[config.mk]
export PLATFORM = sky130hd
export DESIGN_NAME = multicycle_ctrl
export DESIGN_NICKNAME = d
export VERILOG_FILES = /design/src/rtl/multicycle_ctrl.sv
export SDC_FILE = /design/constraint.sdc
export NUM_CORES = 1
export LEC_CHECK = 0
export BUFFER_PORTS_ARGS = -buffer_cell sky130_fd_sc_hd__clkbuf_2
export CAP_MARGIN = 20
export CORE_ASPECT_RATIO = 0.8
export CORE_MARGIN = 4
export CORE_UTILIZATION = 30
export DETAILED_ROUTE_END_ITERATION = 12
export PLACE_DENSITY_LB_ADDON = 0.1
export SYNTH_ARGS = -nofsm -noshare
export SYNTH_HDL_FRONTEND = slang
export SYNTH_SLANG_ARGS = --single-unit
export TNS_END_PERCENT = 100
[constraint.sdc]
create_clock -name clk -period 2 [get_ports clk]
set_clock_uncertainty 0.2 [all_clocks]
set_input_delay 0.1 -clock clk [delete_from_list [all_inputs] [get_ports clk]]
set_output_delay 0.1 -clock clk [all_outputs]
set_load 0.05 [all_outputs]
[src/rtl/multicycle_ctrl.sv]
// ============================================================================
// Module   : multicycle_ctrl
// Brief    : Moore main-control FSM for a multicycle RV32I core, with a
//            memory-ready stall handshake and illegal-opcode detection.
// Revision : 1.0 - initial release
// ============================================================================
`default_nettype none

module multicycle_ctrl #(
    parameter int STATE_W = 4
) (
    input  logic               clk,
    input  logic               reset,
    input  logic [6:0]         op,
    input  logic               MemReady,
    output logic               AdrSrc,
    output logic               IRWrite,
    output logic [1:0]         ALUSrcA,
    output logic [1:0]         ALUSrcB,
    output logic [1:0]         ALUOp,
    output logic [1:0]         ResultSrc,
    output logic [1:0]         ImmSrc,
    output logic               PCUpdate,
    output logic               Branch,
    output logic               RegWrite,
    output logic               MemWrite,
    output logic               Illegal,
    output logic               Retire,
    output logic [STATE_W-1:0] State
);

    localparam logic [6:0] c_OP_LW  = 7'b0000011;
    localparam logic [6:0] c_OP_SW  = 7'b0100011;
    localparam logic [6:0] c_OP_R   = 7'b0110011;
    localparam logic [6:0] c_OP_I   = 7'b0010011;
    localparam logic [6:0] c_OP_BEQ = 7'b1100011;
    localparam logic [6:0] c_OP_JAL = 7'b1101111;

    typedef enum logic [STATE_W-1:0] {
        ST_FETCH    = STATE_W'(0),
        ST_DECODE   = STATE_W'(1),
        ST_MEMADR   = STATE_W'(2),
        ST_MEMREAD  = STATE_W'(3),
        ST_MEMWB    = STATE_W'(4),
        ST_MEMWRITE = STATE_W'(5),
        ST_EXECR    = STATE_W'(6),
        ST_ALUWB    = STATE_W'(7),
        ST_EXECI    = STATE_W'(8),
        ST_JAL      = STATE_W'(9),
        ST_BEQ      = STATE_W'(10),
        ST_ILLEGAL  = STATE_W'(11)
    } state_t;

    state_t r_state;
    state_t w_next;

    always_ff @(posedge clk) begin
        if (reset) begin
            r_state <= ST_FETCH;
        end else begin
            r_state <= w_next;
        end
    end

    assign State = r_state;

    // Immediate format follows the opcode alone, independent of state.
    always_comb begin
        ImmSrc = 2'b00;
        case (op)
            c_OP_SW:  ImmSrc = 2'b01;
            c_OP_BEQ: ImmSrc = 2'b10;
            c_OP_JAL: ImmSrc = 2'b11;
            default:  ImmSrc = 2'b00;
        endcase
    end

    always_comb begin
        w_next    = ST_FETCH;
        AdrSrc    = 1'b0;
        IRWrite   = 1'b0;
        ALUSrcA   = 2'b00;
        ALUSrcB   = 2'b00;
        ALUOp     = 2'b00;
        ResultSrc = 2'b00;
        PCUpdate  = 1'b0;
        Branch    = 1'b0;
        RegWrite  = 1'b0;
        MemWrite  = 1'b0;
        Illegal   = 1'b0;
        Retire    = 1'b0;

        case (r_state)
            ST_FETCH: begin
                ALUSrcB   = 2'b10;
                ResultSrc = 2'b10;
                IRWrite   = MemReady;
                PCUpdate  = MemReady;
                w_next    = MemReady ? ST_DECODE : ST_FETCH;
            end
            ST_DECODE: begin
                ALUSrcA = 2'b01;
                ALUSrcB = 2'b01;
                case (op)
                    c_OP_LW, c_OP_SW: w_next = ST_MEMADR;
                    c_OP_R:           w_next = ST_EXECR;
                    c_OP_I:           w_next = ST_EXECI;
                    c_OP_BEQ:         w_next = ST_BEQ;
                    c_OP_JAL:         w_next = ST_JAL;
                    default:          w_next = ST_ILLEGAL;
                endcase
            end
            ST_MEMADR: begin
                ALUSrcA = 2'b10;
                ALUSrcB = 2'b01;
                w_next  = (op == c_OP_SW) ? ST_MEMWRITE : ST_MEMREAD;
            end
            ST_MEMREAD: begin
                AdrSrc = 1'b1;
                w_next = MemReady ? ST_MEMWB : ST_MEMREAD;
            end
            ST_MEMWB: begin
                ResultSrc = 2'b01;
                RegWrite  = 1'b1;
                Retire    = 1'b1;
            end
            ST_MEMWRITE: begin
                AdrSrc   = 1'b1;
                MemWrite = 1'b1;
                Retire   = MemReady;
                w_next   = MemReady ? ST_FETCH : ST_MEMWRITE;
            end
            ST_EXECR: begin
                ALUSrcA = 2'b10;
                ALUOp   = 2'b10;
                w_next  = ST_ALUWB;
            end
            ST_EXECI: begin
                ALUSrcA = 2'b10;
                ALUSrcB = 2'b01;
                ALUOp   = 2'b10;
                w_next  = ST_ALUWB;
            end
            ST_JAL: begin
                ALUSrcA  = 2'b01;
                ALUSrcB  = 2'b10;
                PCUpdate = 1'b1;
                w_next   = ST_ALUWB;
            end
            ST_ALUWB: begin
                RegWrite = 1'b1;
                Retire   = 1'b1;
            end
            ST_BEQ: begin
                ALUSrcA = 2'b10;
                ALUOp   = 2'b01;
                Branch  = 1'b1;
                Retire  = 1'b1;
            end
            ST_ILLEGAL: begin
                Illegal = 1'b1;
            end
            default: begin
                w_next = ST_FETCH;
            end
        endcase

        // Reset presents FETCH datapath selects with every strobe suppressed,
        // so an interrupted store or write-back has no effect this cycle.
        if (reset) begin
            AdrSrc    = 1'b0;
            IRWrite   = 1'b0;
            ALUSrcA   = 2'b00;
            ALUSrcB   = 2'b10;
            ALUOp     = 2'b00;
            ResultSrc = 2'b10;
            PCUpdate  = 1'b0;
            Branch    = 1'b0;
            RegWrite  = 1'b0;
            MemWrite  = 1'b0;
            Illegal   = 1'b0;
            Retire    = 1'b0;
        end
    end

endmodule

`default_nettype wire

## Yosys cells after proc, flatten, opt, wreduce, memory -nomap -nowiden

Cells that the tools add are included.

- Eq/ne operators: 17
- Mux-type cells: 31
- Reductions and logical operators: 11

Operators by type and width:

| operator | number |
|---|---|
| $pmux 4 s6 | 1 |
| $pmux 4 s5 | 1 |
| $eq 4x3->1 const B | 4 |
| $eq 4x4->1 const B | 4 |
| $pmux 2 s2 | 4 |
| $mux 1 | 15 |
| $eq 7x6->1 const B | 2 |
| $eq 7x7->1 const B | 2 |
| $reduce_or 2->1 | 6 |
| $mux 3 | 3 |
| $reduce_or 3->1 | 3 |
| $eq 4x2->1 const B | 2 |
| $mux 2 | 4 |
| $eq 7x2->1 const B | 1 |
| $eq 7x5->1 const B | 1 |
| $pmux 2 s3 | 1 |
| $eq 4x1->1 const B | 1 |
| $logic_not 4->1 | 1 |
| $pmux 1 s2 | 2 |
| $reduce_or 4->1 | 1 |

- Output and inout port bits: 22
- Word-level logic and storage cells: 60
- Input bits: 10
- Register bits: 4

## Logic depth before layout (Yosys ltp)

- Word-level depth: 4
- Mapped depth: 6
- Mapped depth without buffers: 4

## Least setup slack after synthesis

OpenSTA, ideal clock, no wires.

- Kind: register -> output
- Start point: reg r_state[1], in the netlist State[1]
- End point: out ALUSrcA[1]
- Required time: 1,700 ps
- Setup slack: -1,141 ps
- Arrival time: 2,841 ps
- Stages on the path, launching flop included: 4
- Buffers on the path: 1
- Cells stage by stage: dfxtp_1 buf_2 nor2_1 a2111oi_1

- Longest elaborated chain between the ends: 4
- Elaborated cells on any way between the ends: 10
- Classes of those cells: eq/ne: 6; mux: 2; reduce/logical: 2

RTL lines:

| item | line | text |
|---|---|---|
| from (decl) | 54 | `state_t r_state;` |
| from (signal assigned) | 61 | `r_state <= w_next;` |
| $eq 4x4->1 (tied with other cells) | 93 | `case (r_state)` |
| $reduce_or 4->1 (no line) or $reduce_or 2->1 (tied branches) | - |  |
| $pmux 2 s2 (*) | 93 |  |
| $mux 2 (*) | 170 | `if (reset) begin` |
| to (decl) | 18 | `output logic [1:0] ALUSrcA,` |

Mark *: on every way between the ends. The rest lies on a longest branch, timed or not.

## Final worst setup path

- Start point: reg r_state[2], in the netlist State[2]
- End point: out RegWrite

- Longest elaborated chain between the ends: 4
- Elaborated cells on any way between the ends: 5
- Classes of those cells: eq/ne: 2; mux: 2; reduce/logical: 1

RTL lines:

| item | line | text |
|---|---|---|
| $eq 4x3->1 | 93 |  |
| $reduce_or 2->1 (no line) (*) | - |  |
| $mux 1 (*) | 93 |  |
| $mux 1 (*) | 170 |  |
| to (decl) | 25 | `output logic RegWrite,` |

Marked as above.

==> results by group <==
Power
  • Clock power share: 0.075
  • Total Power: 1.33 mW
  • P_sw: 0.832 mW
  • PD cells: around 1400 nW/um2
  • Internal: 0.499 mW
  • Combinational Power Share: 0.725
  • Net Sw Frac: 0.625
  • Seq pwr share: 0.200
  • Max IR drop VDD: 0.000626 V
  • P_leak: about 0.37 nW

Global route
  • First-pass GRT wire length: 3.25 mm
  • Total track usage: 0.143
  • Largest net degree at the start of global routing: 20
  • Initial antenna violation count: 0
  • Vias in the first global route: 693
  • GRT overflow: 0

Yosys
  • Ys Warns: 0
  • Post-synth EDFFs: 0
  • Largest family of logic cells by synthesized area: simple AND/OR/NAND/NOR gates
  • Async SR Flop Fraction: 0
  • Post-synthesis simple-gate area fraction: 0.436
  • Synth Area in Compound Gates: 0.275
  • Mux share of post-synthesis cell area: 0.0348
  • FF+latch count, synth: 4
  • Mapped Area: 611 um2
  • Post-synth net total: 99
  • Syn Area/Cell: 6.86 um2
  • Post-synthesis xor/xnor area fraction: 0.0430
  • Post-synth top flop: dfxtp_1
  • Sequential area share after synthesis: 0.131
  • Post-Synth Adder-Cell Area: 0
  • Count of cell types in the netlist: 40
  • Cells after Synth: 89

Detailed routing
  • Initial drt markers: 27
  • DR vias: a little under 800
  • WL final: 1.92 mm
  • DRC: 0
  • Drt first pass iters: 4
  • Via density: 5.40
  • Routed Antenna Nets: 0
  • Routed len/inst: 13.4 um

Clocking
  • CTS tree: built
  • Num CTS Buffers: 3
  • CTS root buf: clkbuf_4
  • CTS H-tree depth: 1
  • Clk_lat worst skew: 0.23 ns
  • Clock transition at path regs: 0.04 ns
  • Clk buf depth: 2
  • Clk sinks: 4
  • Setup bufs post-CTS: 0

STA
  • Final TNS setup: 0 ns
  • Slew of the pin with the lowest slew margin: roughly 0.32 ns
  • Part of the cycle the worst path needs: 0.966
  • Post-route minimum period: 1.93 ns
  • Final hold vios: 0
  • Final setup viols: 0
  • Max-slew violations: 0
  • RSZ-0062 raised after global routing: no
  • Max-Slew Margin vs Limit: 0.787
  • Fmax: 518 MHz

Critical path
  • Worst path max stage delay: between 0.4 and 0.5 ns
  • Setup Crit Path Kind: reg -> out
  • Critical Path Fanout Max: 10
  • Startpoint types: flop
  • WP data arrival: 1.63 ns
  • Crit path required time: roughly 1.7 ns
  • CP max stage cell: dfxtp_4
  • Critical Path End Type: output pin
  • Worst path cell trace: inv_1, or3_4, nor3_4, clkbuf_2

Die
  • Rows: 14
  • Core area: around 1900 um2
  • Die ar.: 2830 um2
  • Die width: roughly 58 um
  • I/O Pins: 32
  • Initial Util: 0.320
  • Die Height: 48.4 um

Placement
  • Cell area after placement: 888 um2
  • Detail Placement HPWL: 1.43 mm
  • Gpl congestion: between 0.7 and 0.8
  • IO Port Bufs: 31

Run status
  • Status: complete, no violations

Finish
  • Layout cell share with drive strength beyond 1: 0.496
  • Post-layout instance area: around 900 um2
  • Diodes inserted: 0
  • Final #Nets: 131
  • Area grow syn2layout: 51.0%
  • Max reg flops: 4

Hold path
  • Worst Hold Class: in -> reg

Job
  • Max-Cap Viols: 0
[routing by layer]
metal  global-route usage  up-vias  wire length, um
li1                     -      393                -
met4               0.0695        0               18
met3               0.0186        2               82
met1                0.203      356              971
met5                    0        -                0
met2                0.208       21              843
[power groups by stage]
stage	Combinational, mW	Sequential, mW	Clock [mW]
floorplan	0.804	0.253	0
global placement	0.958	0.259	0
detailed placement	0.958	0.261	0
CTS	0.964	0.260	0.104
global route	1.03	0.281	0.116
finish	0.965	0.266	0.100
[synth_stat cells (2+ instances only)]
master    number  area, um2
nor3_1        10       50.1
xnor2_1        3       26.3
a31oi_1        2       12.5
inv_1          2       7.51
nor2_1         9       33.8
a21oi_1        7       35.0
o21ai_0        3       15.0
a21o_1         2       15.0
buf_2          3       15.0
dfxtp_1        4       80.1
nand2b_1       6       37.5
or3_4          2       22.5
nand2_1        5       18.8
nand4b_1       2       17.5
a22oi_1        2       15.0
nor2b_1        2       12.5
clkbuf_1       2       7.51
[path summary, 6_finish.rpt]
| path | startpoint | endpoint | slack, ns | cells past startpoint |
|---|---|---|---|---|
| max reg2reg | State[3]$_SDFF_PP0_ | State[3]$_SDFF_PP0_ | 0.37 | 5 |
| max | State[2]$_SDFF_PP0_ | RegWrite | 0.07 | 4 |
| min reg2reg | State[3]$_SDFF_PP0_ | State[2]$_SDFF_PP0_ | 0.44 | 2 |
| min | op[6] | State[2]$_SDFF_PP0_ | 0.02 | 4 |
[metrics by stage]
step,hold slack (ns),setup WS (ns),util,std cells
floorplan,0.0669,-0.0555,-,89
global placement,0.266,0.274,0.465,140
detailed placement,0.261,0.256,0.465,140
CTS,0.0182,0.0247,0.478,143
global route,0.0600,0.00150,0.483,143
finish,0.0208,0.0680,0.483,143
[what timing repair did]
item / in CTS / in global routing
endpoints found under the setup margin: 1 / 4
hold buffers: 0 / 0
resized for setup: 1 / 7
[worst max-delay path, delay by kind of cell, from the launching register on]
kind | cells | cell delay [ns]
buffers and inverters | 2 | 0.38
DFF | 1 | 0.41
and+or+nand+nor | 2 | 0.60
[cell type report]
type | instances | area (um2)
repair buffers | 34 | 186
clock buffers | 3 | 22.5
fillers | 202 | 987
flip-flops and latches | 4 | 92.6
inverters | 2 | 7.51
well taps | 24 | 30.0
multi-input cells | 76 | 583
[cells by family (layout without fill, tap and decap cells)]
family	after synthesis	after routing
XOR/XNOR	3	3
buffers and inverters	9	39
flip-flops	4	4
AO/OA/AOI/OAI	25	25
AND/OR/NAND/NOR	46	46
multiplexers	2	2
[placed cells by master (no fill, tap or decap), types with 2 or more instances in the layout]
cell / instances
a21o_1: 2
a21oi_1: 7
a22oi_1: 2
a31oi_1: 2
buf_4: 4
clkbuf_2: 28
clkbuf_4: 3
dfxtp_4: 3
inv_1: 2
nand2_1: 5
nand2b_1: 6
nand4b_1: 2
nor2_1: 8
nor2b_1: 2
nor3_1: 2
nor3_2: 7
nor3_4: 2
o21ai_0: 3
or3_4: 2
xnor2_1: 3
Note: power is estimated with default switching activity, not from simulation.
